$ cat src/rtl/seq_int_to_fp_converter.sv
// ---------------------------------------------------------------------------
// seq_int_to_fp_converter
//
// Turns a 32-bit integer into an IEEE-754 single-precision value for the fp
// summator datapath. The leading one is found by shifting one bit per cycle,
// then a single round-to-nearest-even step builds the result. One conversion
// is in flight at a time, with a valid/ready handshake on each side.
//
// Ports
//   clk_i      : clock
//   rst_i      : asynchronous, active-high reset
//   int_i      : integer operand, sampled on the accept edge only
//   vld_i      : int_i is valid
//   rdy_o      : converter is idle and can accept (state decode)
//   answer_o   : registered result {sign, exp[7:0], mant[22:0]}
//   vld_o      : answer_o is valid (state decode)
//   rdy_i      : downstream takes the result
//
// Parameters
//   SIGNED_IN  : 1 = int_i is two's complement, 0 = int_i is unsigned
//
// state | meaning
// ------+-------------------------------------------------------------
// IDLE  | waiting for vld_i; captures sign, magnitude and exponent
// NORM  | shifts magnitude left until bit 31 is set, one bit per cycle
// ROUND | round-to-nearest-even on the normalised magnitude
// DONE  | answer_o valid, held until rdy_i
// ---------------------------------------------------------------------------
module seq_int_to_fp_converter #(
    parameter int SIGNED_IN = 1
) (
    input  logic        clk_i,
    input  logic        rst_i,
    input  logic [31:0] int_i,
    input  logic        vld_i,
    output logic        rdy_o,
    output logic [31:0] answer_o,
    output logic        vld_o,
    input  logic        rdy_i
);

    typedef enum logic [1:0] {
        IDLE  = 2'd0,
        NORM  = 2'd1,
        ROUND = 2'd2,
        DONE  = 2'd3
    } state_t;

    // 127 + 31: the exponent of a magnitude whose leading one is at bit 31
    localparam logic [7:0] EXP_START = 8'd158;

    state_t      state_q, state_d;
    logic [31:0] mag_q, mag_d;
    logic [7:0]  exp_q, exp_d;
    logic        sign_q, sign_d;
    logic [31:0] answer_q, answer_d;

    // Input capture terms
    logic        in_sign;
    logic [31:0] in_mag;

    // Rounding terms
    logic        rnd_guard;
    logic        rnd_sticky;
    logic        rnd_lsb;
    logic        rnd_up;
    logic [23:0] rnd_sum;
    logic [22:0] rnd_mant;
    logic [7:0]  rnd_exp;

    // -2^31 negates to itself, which is the correct unsigned magnitude 0x80000000
    assign in_sign = (SIGNED_IN != 0) ? int_i[31] : 1'b0;
    assign in_mag  = in_sign ? (~int_i + 32'd1) : int_i;

    // Bit 31 is the implicit one; bits 30:8 are the kept mantissa
    assign rnd_guard  = mag_q[7];
    assign rnd_sticky = |mag_q[6:0];
    assign rnd_lsb    = mag_q[8];
    assign rnd_up     = rnd_guard & (rnd_sticky | rnd_lsb);
    assign rnd_sum    = {1'b0, mag_q[30:8]} + {23'd0, rnd_up};

    // Carry out of the mantissa means 1.111..1 rounded to 10.000..0
    assign rnd_mant = rnd_sum[22:0];
    assign rnd_exp  = rnd_sum[23] ? (exp_q + 8'd1) : exp_q;

    always_ff @(posedge clk_i or posedge rst_i) begin
        if (rst_i) begin
            state_q  <= IDLE;
            mag_q    <= 32'd0;
            exp_q    <= 8'd0;
            sign_q   <= 1'b0;
            answer_q <= 32'd0;
        end else begin
            state_q  <= state_d;
            mag_q    <= mag_d;
            exp_q    <= exp_d;
            sign_q   <= sign_d;
            answer_q <= answer_d;
        end
    end

    always_comb begin
        state_d  = state_q;
        mag_d    = mag_q;
        exp_d    = exp_q;
        sign_d   = sign_q;
        answer_d = answer_q;

        case (state_q)
            IDLE: begin
                if (vld_i) begin
                    sign_d = in_sign;
                    mag_d  = in_mag;
                    exp_d  = EXP_START;
                    if (in_mag == 32'd0) begin
                        // Zero has no leading one; emit +0 directly
                        answer_d = 32'd0;
                        state_d  = DONE;
                    end else begin
                        state_d = NORM;
                    end
                end
            end

            NORM: begin
                // Magnitude is nonzero here, so at most 31 shifts occur and
                // exp never drops below 127
                if (mag_q[31]) begin
                    state_d = ROUND;
                end else begin
                    mag_d = {mag_q[30:0], 1'b0};
                    exp_d = exp_q - 8'd1;
                end
            end

            ROUND: begin
                answer_d = {sign_q, rnd_exp, rnd_mant};
                state_d  = DONE;
            end

            DONE: begin
                if (rdy_i) begin
                    state_d = IDLE;
                end
            end

            default: begin
                state_d = IDLE;
            end
        endcase
    end

    assign rdy_o    = (state_q == IDLE);
    assign vld_o    = (state_q == DONE);
    assign answer_o = answer_q;

endmodule

$ cat config.mk
export PLATFORM = sky130hd
export DESIGN_NAME = seq_int_to_fp_converter
export DESIGN_NICKNAME = d
export VERILOG_FILES = /design/src/rtl/seq_int_to_fp_converter.sv
export SDC_FILE = /design/constraint.sdc
export NUM_CORES = 1
export LEC_CHECK = 0
export ABC_AREA = 1
export CELL_PAD_IN_SITES_DETAIL_PLACEMENT = 0
export CELL_PAD_IN_SITES_GLOBAL_PLACEMENT = 1
export CORE_ASPECT_RATIO = 0.75
export CORE_MARGIN = 2
export CORE_UTILIZATION = 37
export CTS_BUF_LIST = sky130_fd_sc_hd__clkbuf_8
export CTS_CLUSTER_SIZE = 16
export DETAILED_ROUTE_END_ITERATION = 10
export HOLD_SLACK_MARGIN = 0.1
export PLACE_DENSITY = 0.87
export SYNTH_ARGS = -nofsm -noshare
export SYNTH_HDL_FRONTEND = slang
export SYNTH_SLANG_ARGS = --single-unit
$ cat constraint.sdc
create_clock -name clk_i -period 2.5 [get_ports clk_i]
set_input_delay 0.5 -clock clk_i [delete_from_list [all_inputs] [get_ports clk_i]]
set_output_delay 0.5 -clock clk_i [all_outputs]
set_load 0.005 [all_outputs]
==> metrics.txt, run 1 <==
status=completed; initial core utilization=0.3775; Placed Cells=around 1.2k; PortBufs=69; Slew @ Worst Pin=between 0.4 and 0.5 ns; vias in the first global route=5452; Clock Sinks=75; post-route minimum period=2.349 ns; Yosys warnings=0; leakage=between 4 and 5 nW; P_int=approximately 3.5 mW; Die Width=144.0 µm; area delta synth->final=39.62%; Switching Share=0.4388; most area-consuming cells after synthesis=dfrtp_1, nand2_1, nand3_1; post-synth top area cell=dfrtp_1; DRC viols=0; WP data arrival=2.65 ns; worst r2r dst=answer_o[28]; largest stage delay on the critical path=around 0.22 ns; cts bufs inserted=9; Setup Viol. Count Final=0; final hold vios=0; share of power burned in the clock network=0.135; num ports=70; Final GP Congestion=slightly above 0.9; crit path max fanout=7; Logic pwr share=0.520; htree depth=3; Peak VDD IR=around 580 µV; CP max stage cell=nor2_4; #FFs+latches synth=75; FF-to-FF Start=state_q[0]; DR iter-0 viols=~470; DRT Pass-1 Iters=5; row cnt=38; clock buffer depth=2; cells on worst reg2reg path=15; diode count=0; antenna violations before repair=0; Placed Area=slightly above 0.007 mm²; power share of the sequential group=0.345; worst min-delay path class=reg2reg; largest net degree at the start of global routing=76; die area=0.01569 mm²; Clock Tree Root=clkbuf_8; first-pass GRT wire length=roughly 27000 µm; Worst-path clk slew=0.08 ns; clock skew=0.01329 ns; design area=about 0.0076 mm²; r2r setup slk=roughly 0.24 ns; FILL cells=approximately 1.4k; switching power=approximately 2.7 mW; Setup CP Type=in2reg; Main synth FF type=dfrtp_1; Rel. slew slack=0.7126; mapped cell area=0.005438 mm²; fraction of layout cells with a size suffix above 1=0.1878; worst hold slack=a little over 0.5 ns; number of vias per cell=between 4 and 5; Routed Antenna Nets=0; final core occ=0.5270; CTS tree=done; asr flop ratio synth=1.000; syn_nets=between 800 and 900; max-slew violation count=0; Final nets=approximately 1.1k; Die H=~110 µm; Cells after Synth=850; most common cell after layout, fill and taps aside=nand2_1; Critical Path Sink Type=register; crit-path cells=dlymetal6s2s_1 -> nor2_2 -> buf_4 -> nand2_2 -> nor2_4 -> nand2_2 -> nand3_1 -> nand2_1 -> nor2_1 -> nand2_1 -> nor2_1 -> nand2_1 -> nor2_4 -> nand3_4 -> nand2_8 -> clkbuf_16 -> nand2_1 -> nand2_1; Avg Synthesized Cell Area=6.397 µm²; Worst Setup SP=int_i[5]; Highest Clock Rate=~430 MHz; most frequent cells in the layout=nand2_1, buf_4, inv_1; max_cap viols=0; Post-DP HPWL=roughly 12000 µm; fin cells=roughly 1.2k; EDFF count, synth=0; Most Frequent Cell on Critical Path=nand2_1; Synth cell types=36; crit path to=answer_o[28]; Core Region=around 0.014 mm²; drt wl/cell=around 14 µm; Power Density=about 820 mW/mm²; startpoint types=input port; period utilization=0.9398; Tot Pwr=6.211 mW; All-Layer GR Usage=0.2156; grt ovf=0; via count=6001; DRT Wirelength=16620 µm; post-synthesis sequential area ratio=0.3451; Skew-Pair Late Insertion Delay=0.36 ns; Required @ worst endpoint=about 2.8 ns; post-synth top area share=0.3451
[power groups by stage]
stage | Clock, mW | Sequential, mW | Combinational, mW
after CTS | 0.856 | 2.14 | 3.11
after floorplan | 0 | 2.06 | 1.91
after detailed placement | 0 | 2.16 | 3.09
final | 0.841 | 2.14 | 3.23
after global routing | 0.910 | 2.22 | 3.67
after global placement | 0 | 2.16 | 3.06
[worst min path at each step]
stage / slack, ns / cells past startpoint / from / endpoint
3_5_place_dp: 0.50 / 2 / answer_o[2] / answer_o[2]
4_1_cts: 0.52 / 2 / answer_o[2] / answer_o[2]
5_1_grt: 0.54 / 2 / answer_o[16] / answer_o[16]
2_1_floorplan: 0.45 / 2 / sign_q / sign_q
6_report: 0.51 / 2 / answer_o[1] / answer_o[1]
3_3_place_gp: 0.49 / 2 / sign_q / sign_q
[per-layer routing]
layer	routed length, µm	track usage
met1	8402	0.3254
met2	7083	0.3245
met3	1023	0.04348
met4	108	0.03151
met5	0	0
[cell usage after synthesis (2+ instances only)]
library cell / instances
nand2_1: 264
inv_1: 101
nor2_1: 100
nand3_1: 81
dfrtp_1: 75
a21oi_1: 43
o21ai_0: 37
a22oi_1: 26
nor3_1: 22
clkbuf_1: 19
nand4_1: 9
ha_1: 8
nand2_2: 6
nor2_2: 6
o211ai_1: 6
buf_2: 4
buf_6: 4
inv_2: 4
nand3b_1: 4
nor2_4: 4
nor4_1: 4
xnor2_1: 3
xor2_1: 3
and3_1: 2
buf_1: 2
o21ai_1: 2
o22ai_1: 2
[registers in the layout, indices dropped and copies added (netlist names)]
register	cells
exp_q	8
mag_q	32
sign_q	1
answer_o	32
state_q	2
[cells by family after synthesis]
| family | count (synthesis) | synth area share |
|---|---|---|
| DFF | 75 | 0.3451 |
| adders and majority gates | 8 | 0.01841 |
| xor gates and xnor gates | 6 | 0.009666 |
| AOI/OAI and AO/OA | 120 | 0.1277 |
| and+or+nand+nor | 505 | 0.3981 |
| buffers and inverters | 136 | 0.1010 |
[final cells by class]
| type | instances | area (µm²) | area share |
|---|---|---|---|
| multi-input combinational | 639 | 3154 | 0.4155 |
| sequential | 75 | 1877 | 0.2472 |
| timing repair buffer | 181 | 1743 | 0.2296 |
| inverter | 106 | 397.9 | 0.05241 |
| tap | 200 | 250.2 | 0.03296 |
| clock buffer | 9 | 123.9 | 0.01632 |
| clock inverter | 7 | 46.29 | 0.006098 |
[stage by stage]
step | setup WS, ns | setup TNS, ns
6_report | 0.1506 | 0
5_1_grt | -0.009787 | -0.06975
4_1_cts | 0.01998 | 0
3_5_place_dp | -0.4224 | -13.58
3_3_place_gp | -0.3909 | -12.61
2_1_floorplan | 0.09002 | 0
[worst max-delay path, delay by kind of cell]
family        cells  cell delay [ns]
buf+inv           3             0.45
simple gates     15             1.68
[repair_timing]
action / in CTS / in global routing
hold buffers: 0 / 0
gates cloned: 0 / 5
endpoints found under the setup margin: 32 / 34
setup buffers: 0 / 1
resized for setup: 3 / 68
pin swaps: 1 / 25
Note: power is estimated with default switching activity, not from simulation.
==> run 2: changes to the inputs <==
Settings changed: SLEW_MARGIN from default to 20.
==> results of run 2 <==
The final DEF is identical to that of run 1; final timing and power are the same.
==> run 3: changes to the inputs <==
Settings changed: GPL_TIMING_DRIVEN from default to 0, SLEW_MARGIN 20 to default.
==> run 3 against run 2 <==
  * Flip-flop and latch count stayed put
  * Non-clock buffer count is 59 lower
  * Via count is 2.5% lower
  * Final cell count is 4.9% lower
==> metrics.txt, run 3 (same netlist as run 1, synthesis figures left out) <==
status=completed; unrepaired setup endpoints after global routing=true; Multi-input gate area=roughly 0.0032 mm²; DRT Wirelength=16890 µm; PortBufs=between 60 and 70; num ports=70; drt wl/cell=14.60 µm; Highest Clock Rate=422.3 MHz; row cnt=38; Peak VDD IR=452.6 µV; Power Density=882.2 mW/mm²; Die Width=about 140 µm; Required @ worst endpoint=2.80 ns; Reg area=0.001877 mm²; largest stage delay on the critical path=about 0.44 ns; leakage=~3.6 nW; crit-path cells=clkdlybuf4s50_1 -> nor2_1 -> nand2_1 -> inv_1 -> nand2_1 -> nor2_1 -> nand2_1 -> nand3_1 -> nand2_1 -> nor2_1 -> nand3_1 -> nor2_4 -> nand3_4 -> nand2_8 -> clkbuf_16 -> nand2_1 -> nand2_1; die area=roughly 0.016 mm²; worst min-delay path class=in2async; Placed Cells=~1.1k; DRT Pass-1 Iters=5; clock skew=0.01252 ns; global routing's busiest layer=met2; Die H=about 110 µm; largest net degree at the start of global routing=45; period utilization=0.9473; CTS tree=done; met2 Use GR=0.3344; GR Util met3=0.04304; crit path max fanout=7; Most Frequent Cell on Critical Path=nand2_1; CP max stage cell=clkdlybuf4s50_1; cts bufs inserted=9; htree depth=3; Critical Path Sink Type=register; most common cell after layout, fill and taps aside=nand2_1; vias in the first global route=between 5k and 6k; final hold vios=0; Final GP Congestion=~0.95; fin cells=~1.2k; Final nets=997; Worst-path clk slew=roughly 0.08 ns; FF-to-FF Start=mag_q[8]; startpoint types=input port; setup TNS=0 ns; most frequent cells in the layout=nand2_1, inv_1, nand3_1; Setup CP Type=in2reg; DR iter-0 viols=between 500 and 600; Worst Setup SP=int_i[26]; met1 Resource Use GR=0.3299; diode count=0; Clock Tree Root=clkbuf_8; post-route minimum period=2.368 ns; number of vias per cell=between 5 and 6; Core Region=approximately 0.014 mm²; Slew @ Worst Pin=0.6256 ns; initial core utilization=0.3775; grt ovf=0; Setup Viol. Count Final=0; max-slew violation count=0; clock buffer depth=2; CP top delay family=simple AND/OR/NAND/NOR gates; Routed Antenna Nets=0; fraction of layout cells with a size suffix above 1=0.1358; CP Buf/Inv Count=3; Clock Sinks=75; first-pass GRT wire length=approximately 27000 µm; Rel. slew slack=0.5830; via count=between 5k and 6k; All-Layer GR Usage=0.2211; DRC viols=0; FILL cells=1514; antenna violations before repair=0; Skew-Pair Late Insertion Delay=approximately 0.37 ns; Tot Pwr=around 6.2 mW; max_cap viols=0; worst hold slack=0.4983 ns; Post-DP HPWL=between 10000 and 15000 µm; final core occ=0.4880; area delta synth->final=29.29%; WP data arrival=around 2.7 ns
==> run 3: power by group <==
part | total [mW] | leakage [nW] | switching (mW) | internal (mW)
Combinational | 3.17 | 2.52 | 1.92 | 1.25
Clock | 0.897 | 0.0971 | 0.467 | 0.430
Sequential | 2.13 | 0.943 | 0.422 | 1.71
==> run 3: layout make-up <==
cell class	instances	area share
Buffer	30	0.02456
Clock buffer	12	0.02349
Clock inverter	3	0.002136
Inverter	106	0.05695
Multi-Input combinational cell	639	0.4597
Sequential cell	75	0.2670
Tap cell	200	0.03559
Timing Repair Buffer	92	0.1306
==> run 3: through the flow <==
step | area [µm²] | setup WS, ns
2_1_floorplan | 5438 | 0.09002
3_3_place_gp | 6369 | -1.247
3_5_place_dp | 6399 | -0.6584
4_1_cts | 6764 | 0.002997
5_1_grt | 7030 | -0.06523
6_report | 7030 | 0.1318
==> run 3: final timing paths <==
check,end,slack [ns],cells past startpoint
max reg2reg,answer_o[22],0.15,14
max,answer_o[5],0.13,17
min reg2reg,answer_o[3],0.50,2
min in group clk_i,answer_o[3],0.50,2
max in group asynchronous,mag_q[7],1.43,3
min,answer_o[11],0.50,2
==> run 3: what timing repair did <==
item | 4_1_cts | 5_1_grt
setup endpoints to repair | 43 | 55
hold buffers | 0 | 0
resized for setup | 47 | 74
buffers inserted | 13 | 7
cloned | 1 | 2
endpoints found under the hold margin | 0 | 0
pin swaps | 3 | 12
==> run 3: routing by layer <==
| layer | up-vias | share of wire |
|---|---|---|
| li1 | 2949 | - |
| met1 | 2728 | 0.50 |
| met2 | 157 | 0.43 |
| met3 | 14 | 0.062 |
| met4 | 0 | 0.0076 |
| met5 | - | 0 |
